### src/rtl/key_access_pkg.sv
// Shared types and sizing helpers for the password gate in front of the key stage.
package key_access_pkg;

    localparam int WORD_W = 32;

    typedef enum logic [1:0] {
        ST_COLLECT = 2'd0,
        ST_GRANT   = 2'd1,
        ST_DENY    = 2'd2,
        ST_LOCK    = 2'd3
    } state_e;

    // Width able to hold 0..max_fails inclusive.
    function automatic int fail_cnt_w(input int max_fails);
        return (max_fails < 1) ? 1 : $clog2(max_fails + 1);
    endfunction

    // Width of a counter covering 0..n-1, never less than one bit.
    function automatic int idx_w(input int n);
        return (n <= 1) ? 1 : $clog2(n);
    endfunction

endpackage

### src/rtl/key_access_ctrl_lockout_timer.sv
// Down-counter for the lockout window: load to LOCKOUT_CYCLES-1, count while enabled, done at zero.
module lockout_timer
    import key_access_pkg::*;
#(
    parameter int LOCKOUT_CYCLES = 16
) (
    input  logic clk,
    input  logic rst_n,
    input  logic load,
    input  logic en,
    output logic done
);

    localparam int CNT_W = idx_w(LOCKOUT_CYCLES);
    localparam logic [CNT_W-1:0] LOAD_VAL = CNT_W'(LOCKOUT_CYCLES - 1);

    logic [CNT_W-1:0] cnt_q;
    logic [CNT_W-1:0] cnt_d;

    always_comb begin
        cnt_d = cnt_q;
        if (load) begin
            cnt_d = LOAD_VAL;
        end else if (en && (cnt_q != '0)) begin
            cnt_d = cnt_q - 1'b1;
        end
    end

    always_ff @(posedge clk) begin
        if (!rst_n) begin
            cnt_q <= '0;
        end else begin
            cnt_q <= cnt_d;
        end
    end

    assign done = (cnt_q == '0);

endmodule

### src/rtl/key_access_ctrl.sv
// Constant-time multi-word password check with consecutive-failure lockout.
module key_access_ctrl
    import key_access_pkg::*;
#(
    parameter int                   PW_WORDS       = 2,
    parameter logic [32*PW_WORDS-1:0] PASSWORD     = 64'hDEADBEEF_CAFEF00D,
    parameter int                   MAX_FAILS      = 3,
    parameter int                   LOCKOUT_CYCLES = 16
) (
    input  logic                                  clk,
    input  logic                                  rst_n,
    input  logic                                  req_valid,
    input  logic [31:0]                           req_word,
    input  logic                                  req_last,
    output logic                                  req_ready,
    output logic                                  access_granted,
    output logic                                  access_denied,
    output logic                                  locked,
    output logic [fail_cnt_w(MAX_FAILS)-1:0]      fail_count
);

    localparam int IDX_W = idx_w(PW_WORDS);
    localparam int FC_W  = fail_cnt_w(MAX_FAILS);
    localparam logic [IDX_W-1:0] LAST_IDX = IDX_W'(PW_WORDS - 1);
    localparam logic [FC_W-1:0]  FC_LAST  = FC_W'(MAX_FAILS - 1);
    localparam logic [FC_W-1:0]  FC_MAX   = FC_W'(MAX_FAILS);

    logic [WORD_W-1:0] pw_words [PW_WORDS];

    generate
        for (genvar gi = 0; gi < PW_WORDS; gi++) begin : g_pw_words
            assign pw_words[gi] = PASSWORD[WORD_W*gi +: WORD_W];
        end
    endgenerate

    state_e           state_q, state_d;
    logic [IDX_W-1:0] idx_q, idx_d;
    logic             mis_q, mis_d;
    logic [FC_W-1:0]  fc_q, fc_d;
    logic             granted_q, denied_q, locked_q;
    logic             timer_load, timer_done;
    logic             word_bad, mis_next, at_last;

    // The compare runs every cycle regardless of outcome so no path depends on the secret.
    assign word_bad = (req_word != pw_words[idx_q]);
    assign mis_next = mis_q | word_bad;
    assign at_last  = (idx_q == LAST_IDX);

    always_comb begin
        state_d    = state_q;
        idx_d      = idx_q;
        mis_d      = mis_q;
        fc_d       = fc_q;
        timer_load = 1'b0;
        case (state_q)
            ST_COLLECT: begin
                if (req_valid) begin
                    mis_d = mis_next;
                    if (req_last || at_last) begin
                        idx_d   = '0;
                        state_d = (mis_next || (req_last != at_last)) ? ST_DENY : ST_GRANT;
                    end else begin
                        idx_d = idx_q + 1'b1;
                    end
                end
            end
            ST_GRANT: begin
                fc_d    = '0;
                mis_d   = 1'b0;
                state_d = ST_COLLECT;
            end
            ST_DENY: begin
                mis_d = 1'b0;
                if (fc_q == FC_LAST) begin
                    fc_d       = FC_MAX;
                    timer_load = 1'b1;
                    state_d    = ST_LOCK;
                end else begin
                    fc_d    = fc_q + 1'b1;
                    state_d = ST_COLLECT;
                end
            end
            ST_LOCK: begin
                if (timer_done) begin
                    fc_d    = '0;
                    state_d = ST_COLLECT;
                end
            end
            default: state_d = ST_COLLECT;
        endcase
    end

    always_ff @(posedge clk) begin
        if (!rst_n) begin
            state_q   <= ST_COLLECT;
            idx_q     <= '0;
            mis_q     <= 1'b0;
            fc_q      <= '0;
            granted_q <= 1'b0;
            denied_q  <= 1'b0;
            locked_q  <= 1'b0;
        end else begin
            state_q   <= state_d;
            idx_q     <= idx_d;
            mis_q     <= mis_d;
            fc_q      <= fc_d;
            granted_q <= (state_d == ST_GRANT);
            denied_q  <= (state_d == ST_DENY);
            locked_q  <= (state_d == ST_LOCK);
        end
    end

    lockout_timer #(
        .LOCKOUT_CYCLES(LOCKOUT_CYCLES)
    ) u_lockout_timer (
        .clk  (clk),
        .rst_n(rst_n),
        .load (timer_load),
        .en   (state_q == ST_LOCK),
        .done (timer_done)
    );

    assign req_ready      = (state_q == ST_COLLECT);
    assign access_granted = granted_q;
    assign access_denied  = denied_q;
    assign locked         = locked_q;
    assign fail_count     = fc_q;

endmodule

### config.mk
export PLATFORM = sky130hd
export DESIGN_NAME = key_access_ctrl
export DESIGN_NICKNAME = d
export VERILOG_FILES = /design/src/rtl/key_access_pkg.sv /design/src/rtl/key_access_ctrl_lockout_timer.sv /design/src/rtl/key_access_ctrl.sv
export SDC_FILE = /design/constraint.sdc
export NUM_CORES = 1
export LEC_CHECK = 0
export CAP_MARGIN = 5
export CORE_ASPECT_RATIO = 1.5
export CORE_MARGIN = 2
export CORE_UTILIZATION = 43
export DETAILED_ROUTE_END_ITERATION = 12
export PLACE_DENSITY = 0.94
export SLEW_MARGIN = 10
export SYNTH_ARGS = -nofsm -noshare
export SYNTH_HDL_FRONTEND = slang
export SYNTH_SLANG_ARGS = --single-unit
### constraint.sdc
create_clock -name clk -period 4.8 [get_ports clk]
set_input_delay 1.44 -clock clk [delete_from_list [all_inputs] [get_ports clk]]
set_output_delay 1.44 -clock clk [all_outputs]
set_load 0.02 [all_outputs]
After elaboration in Yosys (flattened, before gate mapping)
Index checks and enable logic that the tools add are counted.
{"block": "word_totals", "ff_bits": 13, "input_bits": 36, "out_inout_bits": 6, "elab_cells": 57}
{"block": "op_classes", "reduce_logical": 13, "n_bitwise": 2, "n_eq_ne": 11, "mux": 19, "n_addsub": 3, "magnitude_cmp": 1}
{"cell": "$mux W32", "count": 2}
{"cell": "$ne A32 B32 Y1", "count": 1}
{"cell": "$mux W29", "count": 1}
{"cell": "$mux W2", "count": 7}
{"cell": "$eq A2 B2 Y1 const B", "count": 5}
{"cell": "$mux W4", "count": 2}
{"cell": "$pmux W2 S4", "count": 1}
{"cell": "$pmux W2 S3", "count": 1}
{"cell": "$reduce_and A2 Y1", "count": 3}
{"cell": "$eq A2 B1 Y1 const B", "count": 2}
{"cell": "$logic_not A4 Y1", "count": 1}
{"cell": "$mux W1", "count": 4}
{"cell": "$ne A2 B2 Y1 const B", "count": 2}
{"cell": "$reduce_bool A2 Y1", "count": 2}
{"cell": "$reduce_bool A4 Y1", "count": 1}
{"cell": "$sub A4 B1 Y4 const B", "count": 1}
{"cell": "$reduce_bool A3 Y1", "count": 1}
{"cell": "$add A2 B1 Y2 const B", "count": 1}
{"cell": "$ge A2 B2 Y1 const B", "count": 1}
{"cell": "$logic_not A2 Y1", "count": 1}
{"cell": "$logic_or A1 B1 Y1", "count": 2}
{"cell": "$not A1 Y2", "count": 1}
{"cell": "$pmux W1 S2", "count": 1}
{"cell": "$reduce_or A2 Y1", "count": 1}
{"cell": "4 further kinds", "count": 4}

Logic depth before layout (Yosys ltp)
Gate-level depths: netlist of the first run.
{"block": "depth", "ltp_word": 12, "mapped_depth": 6, "depth_no_buf": 6}

Cells and area by module
From an unflattened synthesis of the first run, not the netlist that was laid out.
{"block": "unflattened", "cells_unflattened": 102, "hier_area_um2": 879.6}
{"mod": "key_access_ctrl", "cells_each": 78, "instances": 1, "area_each_um2": 658.1, "seq_area_each_um2": 180.2}
{"mod": "lockout_timer", "cells_each": 24, "instances": 1, "area_each_um2": 221.5, "seq_area_each_um2": 80.1}

Worst setup path after synthesis of the first run
OpenSTA, ideal clock, no wires.
{"block": "synth_timing", "kind": "input to register", "from": "in req_word[14]", "to": "reg state_q[1]", "stages": 4, "setup_time_ns": 0.133, "t_arrival_ns": 2.949, "n_path_buf": 0, "required_time_ns": 4.667, "path_slack_ns": 1.718, "cell_sequence": "or4b_1 or4_4 a2111oi_1 a21oi_1"}
{"block": "synth_between", "elab_chain_cells": 7}
{"element": "from (decl)", "line": "key_access_ctrl.sv:13", "text": "input logic [31:0] req_word,"}
{"element": "$ne A32 B32 Y1", "line": "key_access_ctrl.sv:45", "text": "assign word_bad = (req_word != pw_words[idx_q]);"}
{"element": "$or A1 B1 Y1", "line": "key_access_ctrl.sv:46", "text": "assign mis_next = mis_q | word_bad;"}
{"element": "$logic_or A1 B1 Y1", "line": "key_access_ctrl.sv:61", "text": "state_d = (mis_next || (req_last != at_last)) ? ST_DENY : ST_GRANT;"}
{"element": "$mux W2", "line": "key_access_ctrl.sv:61"}
{"element": "$mux W2", "line": "key_access_ctrl.sv:59", "text": "if (req_last || at_last) begin"}
{"element": "$mux W2", "line": "key_access_ctrl.sv:57", "text": "if (req_valid) begin"}
{"element": "$pmux W2 S4", "line": "key_access_ctrl.sv:55", "text": "case (state_q)"}
{"element": "to (signal assigned)", "line": "key_access_ctrl.sv:103", "text": "state_q <= state_d;"}
{"element": "to (decl)", "line": "key_access_ctrl.sv:36", "text": "state_e state_q, state_d;"}
Every way passes these cells.
A chain may end at the register's enable or synchronous reset.

Worst setup path after layout of the first run
{"block": "layout_timing", "from": "reg state_q[0]", "to": "out req_ready"}
{"block": "layout_between", "elab_chain_cells": 1}
{"element": "$logic_not A2 Y1", "line": "key_access_ctrl.sv:123", "text": "assign req_ready = (state_q == ST_COLLECT);"}
{"element": "to (decl)", "line": "key_access_ctrl.sv:15", "text": "output logic req_ready,"}
Every way passes these cells.

==> results of run 1 <==
metrics by stage:
| step | hold slack [ns] | setup WS, ns |
|---|---|---|
| 2_1_floorplan | 0.451 | 1.72 |
| 3_3_place_gp | 0.463 | 1.27 |
| 3_5_place_dp | 0.480 | 1.21 |
| 4_1_cts | 0.490 | 1.41 |
| 5_1_grt | 0.519 | 1.30 |
| 6_report | 0.486 | 1.40 |
cells by family (layout without fill, tap and decap cells):
logic type | after synthesis | in the layout | synth area share (%)
compound gates | 32 | 32 | 24.6
xor+xnor | 2 | 2 | 1.94
fa+ha+maj | 6 | 6 | 8.33
buf+inv | 12 | 55 | 5.00
flops | 13 | 13 | 28.9
mux | 2 | 2 | 2.36
simple gates | 42 | 42 | 28.9
per-layer routing:
layer,global-route usage [%],vias to the layer above,part of all wire (%)
li1,-,504,-
met1,18.2,470,33
met2,42.9,53,57
met3,2.97,9,7.2
met4,14.7,0,3.1
met5,0,-,0
worst max-delay path by stage:
stage          cells after the start                  start  slack (ns)                        to
2_1_floorplan                      4           req_word[14]        1.72     state_q[1]$_SDFF_PN0_
3_3_place_gp                       5           req_word[14]        1.27     state_q[1]$_SDFF_PN0_
3_5_place_dp                       5           req_word[14]        1.21  access_denied$_SDFF_PN0_
4_1_cts                            3  state_q[0]$_SDFF_PN0_        1.41                 req_ready
5_1_grt                            3  state_q[0]$_SDFF_PN0_        1.30                 req_ready
6_report                           3  state_q[0]$_SDFF_PN0_        1.40                 req_ready
layout make-up:
| cell class | count | area, µm² | area share (%) |
|---|---|---|---|
| sequential | 13 | 260 | 19.2 |
| inverter | 10 | 37.5 | 2.76 |
| clock buffer | 4 | 26.3 | 1.94 |
| multi-input combinational | 84 | 596 | 43.9 |
| timing repair buffer | 41 | 410 | 30.2 |
| tap | 22 | 27.5 | 2.03 |
registers in the layout, indices dropped and copies added, names as in the netlist:
name,cells
mis_q,1
locked,1
access_denied,1
state_q,2
at_last,1
u_lockout_timer.cnt_q,4
access_granted,1
fail_count,2
worst register-to-register path: stages, from the launching register on:
cell,delay (ns)
dfxtp_1,0.47
inv_1,0.12
ha_1,0.38
a21o_1,0.27
a21boi_0,0.14
o221ai_1,0.29
a21oi_1,0.07
cell usage in the layout, fill, tap and decap left out, drive strengths merged, types with 3 or more instances in the layout:
cell           synthesis  layout
clkdlybuf4s50          0      41
clkbuf                 2       4
ha                     6       6
a21oi                 11      11
a31oi                  3       3
nor3b                  3       3
inv                    9       9
nor2                   4       4
o21ai                  3       3
a211oi                 3       3
dfxtp                 13      13
nand4                  4       4
nand2                  6       6
nand3                  4       4
where the power goes:
group          total (W)  internal [W]  switching (W)
sequential      0.000149      0.000129      0.0000199
clock          0.0000705     0.0000324      0.0000382
combinational   0.000225      0.000108       0.000117
==> metrics.cfg, run 1 <==
[grt]
first_global_vias = 1098
grt_max_degree = 16
grt_overflow = 0
grt_pass1_wl_mm = 3.82
antenna_found_initial = 0
track_usage_pct = 22.1

[clock_tree]
post-cts-setup-buffer-count = 0
cts_resized = 0
htreeDepth = 1
cts_tree = yes
clk_latency_ns = 0.29
clk_pin_slew_ns = 0.08
numCtsBuffers = 3
clk_path_buf_depth = 2
cts_root_buf = clkbuf_4
cts.sinks = 13
cts-hold-fix-buffers = 0

[setup_path]
crit_family = buffers and inverters
cp_data_required_time_ns = 3.36
cp_slowest_stage_delay_ns = 0.70
reg2reg_to = state_q[1]$_SDFF_PN0_
start_kind = flip-flop
worstPathArrival_ns = 1.96
reg2regPathDepth = 6
crit_fanout = 15
r2r_start = state_q[0]$_SDFF_PN0_
path_cells = inv_1 -> ha_1 -> clkdlybuf4s50_1
reg2reg_slack_ns = 2.94
cp_slowest_cell = clkdlybuf4s50_1
cp-end-kind = output port
critical_path_buf_inv_count = 2
path_class = flip-flop to output port

[synthesis]
ys_ff_latch = 13
seq_area_frac_synth_pct = 28.9
synth_nets = 151
synth_top_area_share_pct = 28.9
yosys_warnings = 0
ys_types = 45
synth_area_leaders = dfxtp_1, ha_1, a21oi_1
ys.flop_type = dfxtp_1
synthCells = 109
yosysMostFrequentCell = dfxtp_1
synthArstFlopShare_pct = 0
synth_edf_count = 0
syn_avg_cell_area_um2 = 8.26
ys_top_cells_by_count = dfxtp_1, a21oi_1, inv_1, ha_1, nand2_1
synth.cell_area_um2 = 901
synth.largest_area_cell = dfxtp_1

[placed_design]
place_area_um2 = 1330
numPortBuffers = 41
place_congestion = 0.833
dp_hpwl_mm = 1.98
dp_cells = 170

[min_path]
whs_path_depth = 2
holdPathEnd = fail_count[1]$_SDFFE_PN0P_
min_from = fail_count[1]$_SDFFE_PN0P_
hold_class = flip-flop to flip-flop

[floorplan]
die_h_um = 60.1
core_um2 = 2000
dieWidth_um = 41.4
die-area_um2 = 2480
rows = 20
pin_count = 42
start_util_pct = 45.0

[routing]
first_iter_violations = 20
dr.pass1.iters = 4
drc = 0
wl_per_cell_um = 13.6
final_antenna_net_count = 0
vias = 1036
wirelength_mm = 2.36
viasPerCell = 5.95

[flow_run]
maxCapViolCount = 0

[power_and_ir_drop]
leakagePower_nw = 0.456
powerDensity_nw_per_um2 = 328
finalPower_w = 0.000445
irDropWorstVdd_v = 0.000176

[finish]
final_util_pct = 67.8
design_area_um2 = 1360
area_growth_pct = 50.7
layout-drive-gt1-share_pct = 6.58
num-nets-final = 195
fill_cells = 180
fin_cells = 174
diodes = 0

[sta]
min_period_ns = 3.40
slew_violations = 0
tns_ns = 0
finalClockSkew_ns = 0.000562
maxSlewHeadroom_pct = 69.0
setup_viol = 0
hold_viol = 0
finalCritPeriodShare_pct = 70.8
fmax_mhz = 294
tightestPinTransition_ns = 0.464
rsz0062_at_grt = false

[status]
status = finished clean

Power figures use the tool's default switching activity.
==> run 2: changes to the inputs <==
CORE_UTILIZATION = 40   (was 43)
PLACE_DENSITY = 0.89   (was 0.94)
clock period = 3.5 ns   (was 4.8 ns; I/O delays follow)
==> metrics.cfg, run 2 (same netlist as run 1, synthesis figures left out) <==
[clock_tree]
cts.sinks = 13  ; unchanged
cts_root_buf = clkbuf_4
post-cts-setup-buffer-count = 0  ; unchanged
cts_tree = yes
numCtsBuffers = 3  ; unchanged
cts_resized = 0  ; unchanged
clk_latency_ns = 0.28  ; about the same
cts-hold-fix-buffers = 0  ; unchanged
clk_pin_slew_ns = 0.08  ; about the same
clk_path_buf_depth = 2  ; unchanged
htreeDepth = 1  ; unchanged

[setup_path]
start_kind = flip-flop
cp-startpoint = state_q[0]$_SDFF_PN0_
reg2regPathDepth = 6  ; unchanged
r2r_start = state_q[0]$_SDFF_PN0_
cp_slowest_cell = clkdlybuf4s50_1
path_class = flip-flop to output port
cp-end-kind = output port
cp_num_cells = 3  ; unchanged
crit_end = req_ready
crit_family = buffers and inverters
path_cells = inv_1 -> ha_1 -> clkdlybuf4s50_1
crit_fanout = 15  ; unchanged
reg2reg_to = locked$_SDFF_PN0_
cp_slowest_stage_delay_ns = 0.69  ; about the same
reg2reg_slack_ns = 1.64  ; -1.30 ns
critical_path_buf_inv_count = 2  ; unchanged
worstPathArrival_ns = 1.95  ; about the same
cp_data_required_time_ns = 2.45  ; -0.91 ns

[placed_design]
place_area_um2 = 1330  ; about the same
dp_hpwl_mm = 2.01  ; +1.3%
numPortBuffers = 41  ; unchanged
place_congestion = 0.827  ; -0.62%
dp_cells = 171  ; +0.59%

[finish]
design_area_um2 = 1360  ; about the same
layout_common_cells = clkdlybuf4s50_1, dfxtp_1, a21oi_1
top_register = u_lockout_timer.cnt_q
largest_reg_flops = 4  ; unchanged
area_growth_pct = 50.8  ; about the same
fin_cells = 175  ; +0.57%
layout_commonest_cell = clkdlybuf4s50_1
layout-drive-gt1-share_pct = 6.58  ; unchanged
num-nets-final = 195  ; unchanged
diodes = 0  ; unchanged

[power_and_ir_drop]
leakagePower_nw = 0.456  ; unchanged
powerDensity_nw_per_um2 = 446  ; +36%
irDropWorstVdd_v = 0.000211  ; +20%

[routing]
wl_per_cell_um = 13.4  ; -1.1%
viasPerCell = 5.93  ; -0.48%
first_iter_violations = 10  ; -50%
final_antenna_net_count = 0  ; unchanged
vias = 1037  ; +0.097%
drc = 0  ; unchanged
dr.pass1.iters = 4  ; unchanged
wirelength_mm = 2.35  ; -0.55%

[floorplan]
rows = 21  ; +5.0%
pin_count = 42  ; unchanged
die_h_um = 62.1  ; +3.4%
start_util_pct = 41.3  ; -3.7 points
die-area_um2 = 2660  ; +6.9%
core_um2 = 2180  ; +8.9%
dieWidth_um = 42.8  ; +3.3%

[sta]
tns_ns = 0  ; unchanged
finalClockSkew_ns = 0.00695  ; +0.00639 ns
min_period_ns = 3.00
setup_viol = 0  ; unchanged
fmax_mhz = 333
finalCritPeriodShare_pct = 85.8
rsz0062_at_grt = false
whs_ns = 0.480  ; -0.00611 ns
slew_violations = 0  ; unchanged
maxSlewHeadroom_pct = 68.7  ; -0.36 points
hold_viol = 0  ; unchanged
tightestPinTransition_ns = 0.470  ; +0.00545 ns

[min_path]
min_from = fail_count[1]$_SDFFE_PN0P_
hold_class = flip-flop to flip-flop

[grt]
grt_pass1_wl_mm = 3.95  ; +3.2%
antenna_found_initial = 0  ; unchanged
grt_overflow = 0  ; unchanged
grt_max_degree = 16  ; unchanged
track_usage_pct = 18.8  ; -3.4 points
first_global_vias = 1023  ; -6.8%

[status]
status = finished clean

[flow_run]
maxCapViolCount = 0  ; unchanged

run 2: power breakdown:
group	switching (W)	internal, W
clock	0.0000513	0.0000443
combinational	0.000158	0.000149
sequential	0.0000274	0.000177
total	0.000237	0.000370
run 2: routing by layer:
| metal | part of all wire [%] | track usage [%] |
|---|---|---|
| met5 | 0 | 0 |
| met4 | 2.9 | 10.5 |
| met3 | 7.0 | 3.20 |
| met2 | 55 | 35.8 |
| met1 | 35 | 17.5 |
run 2: worst reg2reg max path: stages, from the launching register on:
cell and delay [ns]:
dfxtp_1 0.47, inv_1 0.13, ha_1 0.38, a21o_1 0.28
a21boi_0 0.14, o221ai_1 0.28, a21oi_1 0.08
run 2: layout make-up:
class,count,area [µm²]
clock buffer,4,26.3
timing repair buffer,41,410
sequential,13,260
inverter,10,37.5
multi-input combinational,84,596
fill,199,822
tap,23,28.8
run 2: metrics by stage:
step / setup WS (ns) / util, % / power [W]
2_1_floorplan: 0.808 / - / 0.000394
3_3_place_gp: 0.357 / 61.1 / 0.000500
3_5_place_dp: 0.287 / 61.1 / 0.000514
4_1_cts: 0.506 / 62.3 / 0.000607
5_1_grt: 0.429 / 62.3 / 0.000645
6_report: 0.498 / 62.3 / 0.000607
run 2: how the worst min path moves through the flow:
stage / cells past startpoint / slack (ns) / end
2_1_floorplan: 2 / 0.45 / mis_q$_SDFFE_PN0P_
3_3_place_gp: 2 / 0.46 / fail_count[1]$_SDFFE_PN0P_
3_5_place_dp: 2 / 0.47 / fail_count[1]$_SDFFE_PN0P_
4_1_cts: 2 / 0.48 / fail_count[1]$_SDFFE_PN0P_
5_1_grt: 2 / 0.51 / fail_count[1]$_SDFFE_PN0P_
6_report: 2 / 0.48 / fail_count[1]$_SDFFE_PN0P_
==> run 3: changes to the inputs <==
ABC_AREA = 1   (was unset)
PLACE_DENSITY = 0.84   (was 0.89)
==> metrics.cfg, run 3 <==
[status]
status = finished clean

[clock_tree]
cts.sinks = 13  ; unchanged
cts_resized = 0  ; unchanged
cts_tree = yes
post-cts-setup-buffer-count = 0  ; unchanged
htreeDepth = 1  ; unchanged
clk_path_buf_depth = 2  ; unchanged
cts_root_buf = clkbuf_4
clk_latency_ns = 0.29  ; about the same
clk_pin_slew_ns = 0.08  ; about the same
numCtsBuffers = 3  ; unchanged
cts-hold-fix-buffers = 0  ; unchanged

[finish]
layout_commonest_cell = clkdlybuf4s50_1
multi_input_comb_area_um2 = 492  ; -17%
layout_common_cells = clkdlybuf4s50_1, nand2_1, inv_1
top_register = u_lockout_timer.cnt_q
largest_reg_flops = 4  ; unchanged
area_growth_pct = 53.2
final_util_pct = 65.1  ; +2.8 points
seq_area_um2 = 260  ; unchanged
fill_cells = 188  ; -5.5%
diodes = 0  ; unchanged
layout-drive-gt1-share_pct = 8.60  ; +2.0 points
num-nets-final = 229  ; +17%

[sta]
maxSlewHeadroom_pct = 81.0  ; +12 points
finalClockSkew_ns = 0.00614  ; -0.000804 ns
min_period_ns = 2.68  ; -0.324 ns
tns_ns = 0  ; unchanged
hold_viol = 0  ; unchanged
slew_violations = 0  ; unchanged
setup_viol = 0  ; unchanged
finalCritPeriodShare_pct = 76.5  ; -9.3 points
tightestPinTransition_ns = 0.285  ; -0.185 ns
rsz0062_at_grt = false
fmax_mhz = 373  ; +12%

[placed_design]
place_congestion = 0.855  ; +3.4%
numPortBuffers = 41  ; unchanged
dp_hpwl_mm = 1.86  ; -7.3%

[grt]
grt_max_degree = 9  ; -7
grt_overflow = 0  ; unchanged
grt_pass1_wl_mm = 3.87  ; -1.9%
first_global_vias = 978  ; -4.4%
track_usage_pct = 19.7  ; +0.93 points
antenna_found_initial = 0  ; unchanged

[setup_path]
start_kind = flip-flop
cp-end-kind = output port
cp_num_cells = 3  ; unchanged
path_cells = inv_1 -> ha_1 -> clkdlybuf4s50_1
crit_fanout = 5  ; -10
worstPathArrival_ns = 1.63  ; -0.32 ns
crit_end = req_ready
reg2reg_slack_ns = 2.01  ; +0.37 ns
cp-startpoint = state_q[1]$_SDFF_PN0_
reg2regPathDepth = 10  ; +4
reg2reg_to = fail_count[1]$_SDFFE_PN0P_
cp_slowest_stage_delay_ns = 0.65  ; -0.04 ns
cp_slowest_cell = clkdlybuf4s50_1
r2r_start = u_lockout_timer.cnt_q[0]$_SDFFE_PN0P_
critical_path_buf_inv_count = 2  ; unchanged
crit_family = buffers and inverters
cp_data_required_time_ns = 2.45  ; about the same
path_class = flip-flop to output port

[synthesis]
synthCells = 141  ; +29%
seq_area_frac_synth_pct = 29.8  ; +0.95 points
ys_top_cells_by_count = nand2_1, inv_1, nor2_1, dfxtp_1, a21oi_1
synth_top_area_share_pct = 29.8  ; +0.95 points
ys.flop_type = dfxtp_1
ys_types = 19  ; -58%
synth_edf_count = 0  ; unchanged
ys_ff_latch = 13  ; unchanged
synth.largest_area_cell = dfxtp_1
yosys_warnings = 0  ; unchanged
yosysMostFrequentCell = nand2_1
syn_avg_cell_area_um2 = 6.19  ; -25%
synth_area_leaders = dfxtp_1, nand2_1, inv_1
synth_nets = 183  ; +21%
synthArstFlopShare_pct = 0  ; unchanged
synth.cell_area_um2 = 872  ; -3.2%

[power_and_ir_drop]
irDropWorstVdd_v = 0.000215  ; +2.1%
leakagePower_nw = 0.623  ; +37%
powerDensity_nw_per_um2 = 318  ; -29%

[routing]
final_antenna_net_count = 0  ; unchanged
viasPerCell = 4.83  ; -19%
dr.pass1.iters = 3  ; -1
wirelength_mm = 2.28  ; -2.8%
vias = 1004  ; -3.2%
drc = 0  ; unchanged
wl_per_cell_um = 11.0  ; -18%
first_iter_violations = 18  ; +8

[floorplan]
die_h_um = 61.2  ; -1.5%
pin_count = 42  ; unchanged
dieWidth_um = 42.1  ; -1.5%
rows = 20  ; -4.8%
die-area_um2 = 2580  ; -2.9%
core_um2 = 2050  ; -5.9%
start_util_pct = 42.5  ; +1.2 points

[min_path]
hold_class = flip-flop to flip-flop
min_from = fail_count[1]$_SDFFE_PN0P_

[flow_run]
maxCapViolCount = 0  ; unchanged

==> run 3: changes by cell type after synthesis, sizes merged, moves of 3 or more <==
cell,change
o211ai,+3
nand2,+29
nor2,+20
nor3b,-3
o21ai,+4
a21oi,-3
a211oi,-3
inv,+22
==> run 3: worst min path at each step <==
stage	end	slack, ns	cells after the start
finish	fail_count[1]$_SDFFE_PN0P_	0.50	2
global route	at_last$_SDFFE_PN0P_	0.53	2
detailed placement	fail_count[1]$_SDFFE_PN0P_	0.49	2
floorplan	at_last$_SDFFE_PN0P_	0.46	2
global placement	fail_count[1]$_SDFFE_PN0P_	0.48	2
CTS	fail_count[1]$_SDFFE_PN0P_	0.50	2
==> run 3: power breakdown <==
part / leakage [nW] / internal [W] / switching [W]
registers: 0.106 / 0.000162 / 0.00000903
clock network: 0.0150 / 0.0000444 / 0.0000512
logic: 0.502 / 0.0000812 / 0.0000782
total: 0.623 / 0.000287 / 0.000138
==> run 3: cell families after synthesis <==
family                   after synthesis  share of synthesized area [%]
AO/OA/AOI/OAI                         20                           13.1
buffers and inverters                 32                           13.8
adder cells (fa/ha/maj)                6                           8.61
AND/OR/NAND/NOR                       70                           34.7
flip-flops                            13                           29.8
==> run 3: final cells by class <==
cell class                      count  area share, %
Inverter                           32           8.99
Sequential cell                    13           19.5
Tap cell                           22           2.06
Timing Repair Buffer               41           30.7
Clock buffer                        4           1.97
Multi-Input combinational cell     96           36.8
==> run 3: worst reg2reg max path: stages (launching register included) <==
cell,delay [ns]
dfxtp_1,0.33
inv_1,0.10
ha_1,0.16
inv_1,0.05
nor2_1,0.11
nand2_1,0.08
nand2_2,0.15
inv_2,0.07
a21oi_2,0.18
nand3b_1,0.10
a21oi_1,0.12
==> run 3: per-layer routing <==
| layer | share of wire (%) | vias up | global-route usage [%] |
|---|---|---|---|
| met5 | 0 | - | 0 |
| met1 | 38 | 444 | 19.5 |
| met3 | 5.9 | 5 | 2.35 |
| met2 | 54 | 29 | 39.5 |
| met4 | 2.5 | 0 | 11.2 |
| li1 | - | 526 | - |
==> run 3: stage by stage <==
| step | hold slack, ns | instance area, µm² | setup slack (ns) | power [W] | std cells |
|---|---|---|---|---|---|
| 3_3_place_gp | 0.477 | 1310 | 1.06 | 0.000326 | 204 |
| 3_5_place_dp | 0.487 | 1310 | 1.00 | 0.000333 | 204 |
| 6_report | 0.497 | 1340 | 0.822 | 0.000425 | 208 |
| 4_1_cts | 0.498 | 1340 | 0.798 | 0.000429 | 208 |
| 5_1_grt | 0.530 | 1340 | 0.717 | 0.000454 | 208 |
| 2_1_floorplan | 0.460 | 872 | 1.57 | 0.000256 | 141 |
